## config.mk

```make
export PLATFORM = sky130hd
export DESIGN_NAME = instr_prefetch_buffer
export DESIGN_NICKNAME = d
export VERILOG_FILES = /design/src/rtl/instr_prefetch_buffer.sv
export SDC_FILE = /design/constraint.sdc
export NUM_CORES = 1
export LEC_CHECK = 0
export CORE_MARGIN = 10
export CORE_UTILIZATION = 58
export CTS_BUF_LIST = sky130_fd_sc_hd__clkbuf_2
export DETAILED_ROUTE_END_ITERATION = 8
export HOLD_SLACK_MARGIN = 0.1
export PLACE_DENSITY = 0.82
export SLEW_MARGIN = 20
export SYNTH_ARGS = -nofsm -noshare
export SYNTH_HDL_FRONTEND = slang
export SYNTH_SLANG_ARGS = --single-unit
```

## constraint.sdc

```tcl
create_clock -name clk -period 5.4 [get_ports clk]
set_input_delay 1.35 -clock clk [delete_from_list [all_inputs] [get_ports clk]]
set_output_delay 1.35 -clock clk [all_outputs]
set_load 0.005 [all_outputs]
```

## src/rtl/instr_prefetch_buffer.sv

```systemverilog
// instr_prefetch_buffer: sequential ROM prefetch into a DEPTH-entry FIFO.
// Optional redirect/empty counters when API_PREFETCH_PERF_EN is defined.
`ifndef API_PC_WIDTH
`define API_PC_WIDTH 32
`endif
`ifndef API_DATA_WIDTH
`define API_DATA_WIDTH 32
`endif

module instr_prefetch_buffer #(
    parameter int DEPTH = 4,
    parameter int PC_W = `API_PC_WIDTH,
    parameter int DATA_W = `API_DATA_WIDTH,
    parameter logic [PC_W-1:0] RESET_PC = '0
) (
    input  logic                    clk,
    input  logic                    reset,
    output logic                    rom_en_o,
    output logic [PC_W-1:0]         rom_addr_o,
    input  logic [DATA_W-1:0]       rom_data_i,
    input  logic                    redirect_i,
    input  logic [PC_W-1:0]         redirect_pc_i,
    output logic                    instr_valid_o,
    output logic [DATA_W-1:0]       instr_o,
    output logic [PC_W-1:0]         instr_pc_o,
    input  logic                    instr_ready_i,
    output logic [$clog2(DEPTH):0]  count_o
`ifdef API_PREFETCH_PERF_EN
    ,
    output logic [31:0]             perf_flush_o,
    output logic [31:0]             perf_empty_o
`endif
);

    localparam int AW = $clog2(DEPTH);
    localparam int CW = AW + 1;

    typedef enum logic {
        ST_FETCH,
        ST_STALL
    } state_t;

    state_t              state;
    logic [PC_W-1:0]     fetch_pc;
    logic [PC_W-1:0]     inflight_pc;
    logic                inflight;
    logic [AW-1:0]       wr_ptr;
    logic [AW-1:0]       rd_ptr;
    logic [CW-1:0]       count;
    logic [DATA_W-1:0]   data_mem [DEPTH];
    logic [PC_W-1:0]     pc_mem [DEPTH];
    logic [DATA_W-1:0]   hold_instr;
    logic [PC_W-1:0]     hold_pc;
    logic                push;
    logic                pop;
    logic [CW-1:0]       credits;

    assign instr_valid_o = (count != '0);
    assign pop           = instr_valid_o && instr_ready_i;
    assign push          = inflight;
    assign credits       = count + CW'(inflight) - CW'(pop);
    assign rom_en_o      = !reset && !redirect_i && (credits < CW'(DEPTH));
    assign rom_addr_o    = fetch_pc;
    assign count_o       = count;

    // Head outputs fall back to the last presented entry while empty
    assign instr_o    = instr_valid_o ? data_mem[rd_ptr] : hold_instr;
    assign instr_pc_o = instr_valid_o ? pc_mem[rd_ptr] : hold_pc;

    always_ff @(posedge clk) begin
        if (!reset && !redirect_i && push) begin
            data_mem[wr_ptr] <= rom_data_i;
            pc_mem[wr_ptr]   <= inflight_pc;
        end
    end

    always_ff @(posedge clk) begin
        if (reset) begin
            state       <= ST_FETCH;
            fetch_pc    <= RESET_PC;
            inflight_pc <= RESET_PC;
            inflight    <= 1'b0;
            wr_ptr      <= '0;
            rd_ptr      <= '0;
            count       <= '0;
            hold_instr  <= '0;
            hold_pc     <= '0;
        end else begin
            hold_instr <= instr_o;
            hold_pc    <= instr_pc_o;
            if (redirect_i) begin
                state    <= ST_FETCH;
                fetch_pc <= redirect_pc_i & ~PC_W'(3);
                inflight <= 1'b0;
                wr_ptr   <= '0;
                rd_ptr   <= '0;
                count    <= '0;
            end else begin
                if (push)
                    wr_ptr <= wr_ptr + 1'b1;
                if (pop)
                    rd_ptr <= rd_ptr + 1'b1;
                count    <= count + CW'(push) - CW'(pop);
                inflight <= rom_en_o;
                if (rom_en_o) begin
                    fetch_pc    <= fetch_pc + PC_W'(4);
                    inflight_pc <= fetch_pc;
                end
                unique case (state)
                    ST_FETCH: if (credits == CW'(DEPTH)) state <= ST_STALL;
                    ST_STALL: if (pop) state <= ST_FETCH;
                endcase
            end
        end
    end

`ifdef API_PREFETCH_PERF_EN
    always_ff @(posedge clk) begin
        if (reset) begin
            perf_flush_o <= '0;
            perf_empty_o <= '0;
        end else begin
            if (redirect_i && (instr_valid_o || inflight) && perf_flush_o != '1)
                perf_flush_o <= perf_flush_o + 32'd1;
            if (!instr_valid_o && instr_ready_i && perf_empty_o != '1)
                perf_empty_o <= perf_empty_o + 32'd1;
        end
    end
`endif

endmodule
```

=== After elaboration in Yosys (flattened, before gate mapping) ===
Memory sizes are Yosys's and may differ from the RTL's. A register that Yosys moved wholly into a read port is not among the register bits.
Cells that the tools add are included.

* Reduce and logical (&&, ||, !) cells: 10
* Muxes and demuxes: 10
* $add $sub $neg: 5
* Bitwise operators: 1
* Magnitude comparators: 1

{| class="wikitable"
|+ Operators with widths
! cell !! number
|-
| $mux W32 || 4
|-
| $add A32 B3 Y32 const B || 1
|-
| $mux W2 || 4
|-
| $add A2 B1 Y2 const B || 2
|-
| $logic_and A1 B1 Y1 || 4
|-
| $add A3 B1 Y3 || 1
|-
| $lt A3 B3 Y1 const B || 1
|-
| $reduce_bool A3 Y1 || 1
|-
| $sub A3 B1 Y3 || 1
|-
| $logic_not A1 Y1 || 2
|-
| $mux W1 || 2
|-
| $reduce_and A2 Y1 || 1
|-
| $reduce_bool A2 Y1 || 1
|-
| $reduce_or A2 Y1 || 1
|-
| $not A1 Y1 || 1
|}

* Output and inout port bits: 101
* Logic and storage cells: 38
* Memory bits (writable): 256
* Input port bits: 68
* Register bits: 136
* Memories: 2

{| class="wikitable"
|+ Memory list
! name !! words !! bits a word !! rd ports !! clocked after memory_dff !! write ports !! line !! text
|-
| data_mem || 4 || 32 || 1 || 1 || 1 || 50 || <nowiki>logic [DATA_W-1:0] data_mem [DEPTH];</nowiki>
|-
| pc_mem || 4 || 32 || 1 || 1 || 1 || 51 || <nowiki>logic [PC_W-1:0] pc_mem [DEPTH];</nowiki>
|}

=== Depth between registers and ports, before layout ===
Gate-level depths: netlist (run 1).

* Depth after elaboration: 7
* Mapped depth: 14
* Gate-level depth less buffers: 13

=== Least setup slack after synthesis (run 1) ===
No wires, ideal clock.

* Path kind: in2out
* Start: input port instr_ready_i
* End: output port rom_en_o
* Buffers on the path: 2
* Arrival time: 3,504 ps
* Setup slack: 546 ps
* Cell stages on the path: 10
* Data required time: 4,050 ps
* Path through: and2_1 -> ha_1 -> inv_1 -> ha_1 -> fa_1 -> xor3_1 -> nand2_1 -> inv_1 -> clkbuf_1 -> clkbuf_1

* Longest elaborated chain between the ends: 4

{| class="wikitable"
|+ Ends and longest elaborated chain
! element !! line !! text
|-
| start, declared || 26 || <nowiki>input logic instr_ready_i,</nowiki>
|-
| $logic_and A1 B1 Y1 || 59 || <nowiki>assign pop = instr_valid_o && instr_ready_i;</nowiki>
|-
| $sub A3 B1 Y3 || 61 || <nowiki>assign credits = count + CW'(inflight) - CW'(pop);</nowiki>
|-
| $lt A3 B3 Y1 || 62 || <nowiki>assign rom_en_o = !reset && !redirect_i && (credits < CW'(DEPTH));</nowiki>
|-
| $logic_and A1 B1 Y1 || 62 ||
|-
| end, declared || 18 || <nowiki>output logic rom_en_o,</nowiki>
|}

Every way passes these cells.

=== Worst setup path after layout (run 1) ===
* Start: input port instr_ready_i
* End: output port rom_en_o

* Longest elaborated chain between the ends: 4

{| class="wikitable"
|+ Ends and longest elaborated chain
! element !! line !! text
|-
| $logic_and A1 B1 Y1 || 59 ||
|-
| named net pop || 55 || <nowiki>logic pop;</nowiki>
|-
| $sub A3 B1 Y3 || 61 ||
|-
| $lt A3 B3 Y1 || 62 ||
|-
| $logic_and A1 B1 Y1 || 62 ||
|}

The timed path passes the listed nets, and every way through them passes these cells.

==> results.sh, run 1 <==
export IMPL_outcome="complete, no violations"
export IMPL_routed_wl_um=31400
export IMPL_grt_overflow=0
export IMPL_period_needed_ns=5.20
export IMPL_synthMuxAreaShare=0.0974
export IMPL_dieWidth_um=178
export IMPL_yosysMostFrequentCell="nand2_1"
export IMPL_synth_area_top_cells="edfxtp_1 (51%), dfxtp_1 (18%), mux4_2 (9.6%)"
export IMPL_syn_inst=1050
export IMPL_drcViolationCount=0
export IMPL_hold_viol_final=0
export IMPL_relSlewSlack=0.301
export IMPL_setup_viol=0
export IMPL_finalNetCount=1337
export IMPL_dp_cells=1493
export IMPL_hp_class="reg2reg"
export IMPL_antenna_found_initial=1
export IMPL_synthXorXnorAreaFrac=0.0158
export IMPL_post_cts_buffers=0
export IMPL_synthAdderAreaFrac=0.00739
export IMPL_critPathRequiredTime_ns=4.05
export IMPL_synth_compound_area_share=0.0322
export IMPL_power_density_mw_per_mm2=329
export IMPL_groute_usage_overall=0.197
export IMPL_clock_latency_ns=0.87
export IMPL_worst_path_max_fanout=3
export IMPL_multiInputGateArea_mm2=0.00415
export IMPL_rsz0062_at_grt="no"
export IMPL_ys_ff_latch=382
export IMPL_antenna_left=0
export IMPL_via_per_inst=5.46
export IMPL_yosys_top_cells_count="nand2_1 (266), edfxtp_1 (248), dfxtp_1 (134), and2_1 (67), mux4_2 (62)"
export IMPL_max_cap_viol_count=0
export IMPL_yosysWarnings=0
export IMPL_crit_path_end_kind="output pin"
export IMPL_core_mm2=0.0245
export IMPL_clock_sinks=382
export IMPL_hpwl_um=19200
export IMPL_drt_initial_drc_count=730
export IMPL_io_pins=169
export IMPL_max_freq_mhz=192
export IMPL_final_setup_tns_ns=0
export IMPL_async_reset_ff_frac=0
export IMPL_power_mw=5.73
export IMPL_preCtsSetupSlack_ns=0.242
export IMPL_holdWs_ns=0.464
export IMPL_synth_avg_cell_area_um2=13.9
export IMPL_synth_top_area_frac=0.512
export IMPL_critPathLaunchType="primary input"
export IMPL_seqCellArea_mm2=0.0101
export IMPL_ys_types=49
export IMPL_clk_pin_slew_ns=0.11
export IMPL_instances_no_fill=1663
export IMPL_synth_edf_count=248
export IMPL_yosysTopAreaCell="edfxtp_1"
export IMPL_arrival_ns=3.85
export IMPL_fin_crit_sh=0.963
export IMPL_grt_max_degree=67
export IMPL_design_die_area_mm2=0.0318
export IMPL_synth_seq_area_share=0.696
export IMPL_critical_path_class="in2out"
export IMPL_peakVddDrop_uv=164
export IMPL_via_count=9087
export IMPL_post_drt_wl_per_cell_um=18.9
export IMPL_die_h_um=178
export IMPL_setup_slack_ns=0.200
export IMPL_htreeDepth=3
export IMPL_drt_pass1_iterations=5
export IMPL_cts_hold_fix_buffers=0
export IMPL_tightest_slew_ns=1.05
export IMPL_cts_tree="done"
export IMPL_finalWeightedCongestion=0.863
export IMPL_synth_top_family_by_area="simple AND/OR/NAND/NOR gates"
export IMPL_numCtsBuffers=90
export IMPL_grt_pass1_vias=9340
export IMPL_start_util=0.593
export IMPL_post_cts_resized=0
export IMPL_synth_simple_gate_area_frac=0.131
export IMPL_drive_gt1_frac=0.179
export IMPL_power_leakage_nw=6.36
export IMPL_io_buffers=164
export IMPL_core_rowCount=57
export IMPL_skew_ns=0.0927
export IMPL_grt_first_pass_wirelength_um=49000
export IMPL_nFillCells=1653
export IMPL_synth_top_flop_cell="edfxtp_1"
export IMPL_final_max_slew_viol_count=0
export IMPL_cts_path_max_buffers=3
export IMPL_area_growth_syn_to_layout_pct=19.8
export IMPL_clock_root_buffer="clkbuf_2"
export IMPL_synth_area_mm2=0.0146
placed cells by master, fill, tap and decap left out, types with 3 or more instances in the layout:
cell type / count
clkbuf_2: 137
mux4_2: 62
clkdlybuf4s50_1: 164
nand3_1: 13
and3_1: 4
and4_1: 4
and2_1: 67
inv_2: 5
nor3_1: 10
a31oi_1: 3
inv_1: 11
nand2_1: 266
dfxtp_1: 132
a211oi_1: 8
edfxtp_1: 248
o21ai_0: 27
nand4_1: 10
clkinv_2: 4
o211ai_1: 3
buf_12: 6
nor2_1: 20
clkinv_1: 23
xnor2_1: 14
ha_1: 7
xor2_1: 7
and3_2: 4
a21oi_1: 35
buf_4: 8
critical path, cell delays in order:
cell and delay (ns):
clkdlybuf4s50_1 0.41, and2_1 0.18, ha_1 0.29, inv_1 0.04
ha_1 0.18, fa_1 0.40, xor3_1 0.23, nand2_1 0.08
inv_1 0.14, clkdlybuf4s50_1 0.54
routing by layer:
layer	GRT usage	up-vias	share of wire
li1	-	4276	-
met2	0.327	377	0.49
met5	0	-	0
met3	0.0556	46	0.084
met1	0.242	4388	0.40
met4	0.0720	0	0.017
flip-flops by register name, indices dropped and copies added, names as in the netlist, named ones only:
signal / flops
wr_ptr: 2
data_mem: 128
rom_addr_o: 30
rd_ptr: 2
pc_mem: 120
hold_pc: 32
hold_instr: 32
inflight_pc: 30
inflight: 1
count_o: 3
report_power, final:
group | switching (mW) | total, mW | internal [mW]
sequential | 0.0646 | 3.25 | 3.19
combinational | 0.311 | 0.620 | 0.309
clock | 1.09 | 1.86 | 0.774
path summary, 6_finish.rpt:
check                  startpoint  slack [ns]  depth (start not counted)             end
hold / removal    inflight_pc[11]        0.46                          0   pc_mem[0][11]
setup / recovery    instr_ready_i        0.20                         10        rom_en_o
hold reg to reg   inflight_pc[11]        0.46                          0   pc_mem[0][11]
setup reg to reg       count_o[2]        1.74                         12  rom_addr_o[26]
metrics by stage:
| step | area (µm²) | utilization |
|---|---|---|
| after floorplan | 14600 | - |
| after global placement | 16600 | 0.675 |
| after detailed placement | 16600 | 0.675 |
| after CTS | 17400 | 0.710 |
| after global routing | 17400 | 0.711 |
| final | 17400 | 0.711 |
area by class of cell:
type                    instances  share of cell area
well taps                     324              0.0233
diodes                          1            0.000144
clock buffers                 137              0.0393
flip-flops and latches        382               0.581
clock inverters                32              0.0104
inverters                      14             0.00301
repair buffers                178               0.105
multi-input cells             595               0.238
kinds of logic (layout without fill, tap and decap cells):
| group | after synthesis | count (layout) |
|---|---|---|
| mux | 64 | 64 |
| buf+inv | 74 | 361 |
| fa+ha+maj | 8 | 8 |
| xor+xnor | 23 | 23 |
| other cells | 1 | 3 |
| compound gates | 83 | 83 |
| flops | 382 | 382 |
| simple gates | 415 | 415 |
Note: power is estimated with default switching activity, not from simulation.
==> run 2: changes to the inputs <==
--- a/config.mk
+++ b/config.mk
@@ -8,6 +8,7 @@
 export CORE_MARGIN = 10
 export CORE_UTILIZATION = 58
 export CTS_BUF_LIST = sky130_fd_sc_hd__clkbuf_2
+export CTS_CLUSTER_SIZE = 8
 export DETAILED_ROUTE_END_ITERATION = 8
 export HOLD_SLACK_MARGIN = 0.1
 export PLACE_DENSITY = 0.82
==> run 2 against run 1 <==
Cell count about the same. Global-route usage up 0.096 points. Clock power about the same. Largest cell class unchanged.
==> results.sh, run 2 (synthesis results as in run 1) <==
export IMPL_power_density_mw_per_mm2=329
export IMPL_finalNetCount=1336
export IMPL_drt_initial_drc_count=653
export IMPL_start_util=0.593
export IMPL_critical_path_class="in2out"
export IMPL_hold_viol_final=0
export IMPL_area_growth_syn_to_layout_pct=19.8
export IMPL_fin_crit_sh=0.960
export IMPL_post_cts_buffers=0
export IMPL_antenna_found_initial=1
export IMPL_post_cts_resized=0
export IMPL_max_freq_mhz=193
export IMPL_grt_max_degree=67
export IMPL_cts_path_max_buffers=3
export IMPL_dieWidth_um=178
export IMPL_tightest_slew_ns=1.05
export IMPL_rsz0062_at_grt="no"
export IMPL_critPathLaunchType="primary input"
export IMPL_setup_viol=0
export IMPL_relSlewSlack=0.301
export IMPL_critPathRequiredTime_ns=4.05
export IMPL_hpwl_um=19200
export IMPL_arrival_ns=3.83
export IMPL_grt_first_pass_wirelength_um=49200
export IMPL_fin_util=0.711
export IMPL_grt_use_met2=0.327
export IMPL_design_die_area_mm2=0.0318
export IMPL_crit_path_end_kind="output pin"
export IMPL_clock_sinks=382
export IMPL_cts_tree="done"
export IMPL_final_common_cell="nand2_1"
export IMPL_largestRegisters="data_mem (128), pc_mem (120)"
export IMPL_grt_pass1_vias=9376
export IMPL_largest_reg_flops=128
export IMPL_core_mm2=0.0245
export IMPL_grtUsageMet3=0.0545
export IMPL_routed_wl_um=31400
export IMPL_htreeDepth=3
export IMPL_max_cap_viol_count=0
export IMPL_grt_busiest_layer="met2"
export IMPL_drive_gt1_frac=0.177
export IMPL_finalWeightedCongestion=0.863
export IMPL_groute_usage_overall=0.198
export IMPL_io_pins=169
export IMPL_io_buffers=164
export IMPL_clock_latency_ns=0.90
export IMPL_numCtsBuffers=89
export IMPL_final_setup_tns_ns=0
export IMPL_die_h_um=178
export IMPL_cts_hold_fix_buffers=0
export IMPL_grt_use_met1=0.243
export IMPL_antenna_left=0
export IMPL_clock_root_buffer="clkbuf_2"
export IMPL_power_leakage_nw=6.35
export IMPL_core_rowCount=57
export IMPL_peakVddDrop_uv=176
export IMPL_hp_class="reg2reg"
export IMPL_clk_pin_slew_ns=0.10
export IMPL_outcome="complete, no violations"
export IMPL_worst_path_max_fanout=3
export IMPL_final_cell_mix="nand2_1 (266), edfxtp_1 (248), clkdlybuf4s50_1 (164)"
export IMPL_grt_overflow=0
export IMPL_period_needed_ns=5.18
export IMPL_drcViolationCount=0
export IMPL_final_max_slew_viol_count=0
export IMPL_drt_pass1_iterations=5
export IMPL_skew_ns=0.0866
export IMPL_via_count=9092
export IMPL_via_per_inst=5.47
export IMPL_post_drt_wl_per_cell_um=18.9
export IMPL_largest_register="data_mem"
## run 2: cell types whose count changed in the layout (fill, tap and decap cells not counted)
cell and change:
clkinv_4 +2, clkinv_1 +2, clkbuf_2 -5
## run 2: stage by stage
step / setup WS [ns] / cell area [µm²] / power [mW] / hold slack (ns) / instances
6_report: 0.217 / 17400 / 5.73 / 0.490 / 1662
5_1_grt: 0.0813 / 17400 / 6.00 / 0.517 / 1662
4_1_cts: 0.225 / 17400 / 5.78 / 0.477 / 1661
3_5_place_dp: 0.242 / 16600 / 3.94 / 0.467 / 1493
3_3_place_gp: 0.251 / 16600 / 3.92 / 0.457 / 1493
2_1_floorplan: 0.546 / 14600 / 3.58 / 0.444 / 1051
## run 2: worst max-delay path: stages
cell,delay (ns)
clkdlybuf4s50_1,0.39
and2_1,0.17
ha_1,0.29
inv_1,0.04
ha_1,0.18
fa_1,0.40
xor3_1,0.23
nand2_1,0.08
inv_1,0.14
clkdlybuf4s50_1,0.55
## run 2: power breakdown
| group | total, mW | leakage [nW] | internal, mW | switching (mW) |
|---|---|---|---|---|
| clock network | 1.86 | 0.648 | 0.760 | 1.10 |
| logic | 0.620 | 2.22 | 0.309 | 0.311 |
| registers | 3.25 | 3.49 | 3.19 | 0.0645 |
| total | 5.73 | 6.35 | 4.26 | 1.47 |
## run 2: area by class of cell
type / count / area [µm²]
Sequential cell: 382 / 10100
Inverter: 14 / 52.6
Fill cell: 1641 / 7100
Multi-Input combinational cell: 595 / 4150
Timing Repair Buffer: 178 / 1820
Clock inverter: 36 / 206
Antenna cell: 1 / 2.50
Clock buffer: 132 / 661
Tap cell: 324 / 405
## run 2: routing by layer
layer / share of wire / wire, µm / vias up
met1: 0.40 / 12700 / 4380
met2: 0.49 / 15500 / 367
li1: - / - / 4285
met3: 0.081 / 2560 / 60
met5: 0 / 0 / -
met4: 0.020 / 641 / 0
## run 2: path summary, 6_finish.rpt
| path | start | to | slack, ns | depth (start not counted) |
|---|---|---|---|---|
| worst max register to register | count_o[1] | rom_addr_o[26] | 1.74 | 12 |
| worst max-delay path | instr_ready_i | rom_en_o | 0.22 | 10 |
| worst min register to register | hold_pc[0] | hold_pc[0] | 0.49 | 1 |
| worst min-delay path | hold_pc[0] | hold_pc[0] | 0.49 | 1 |
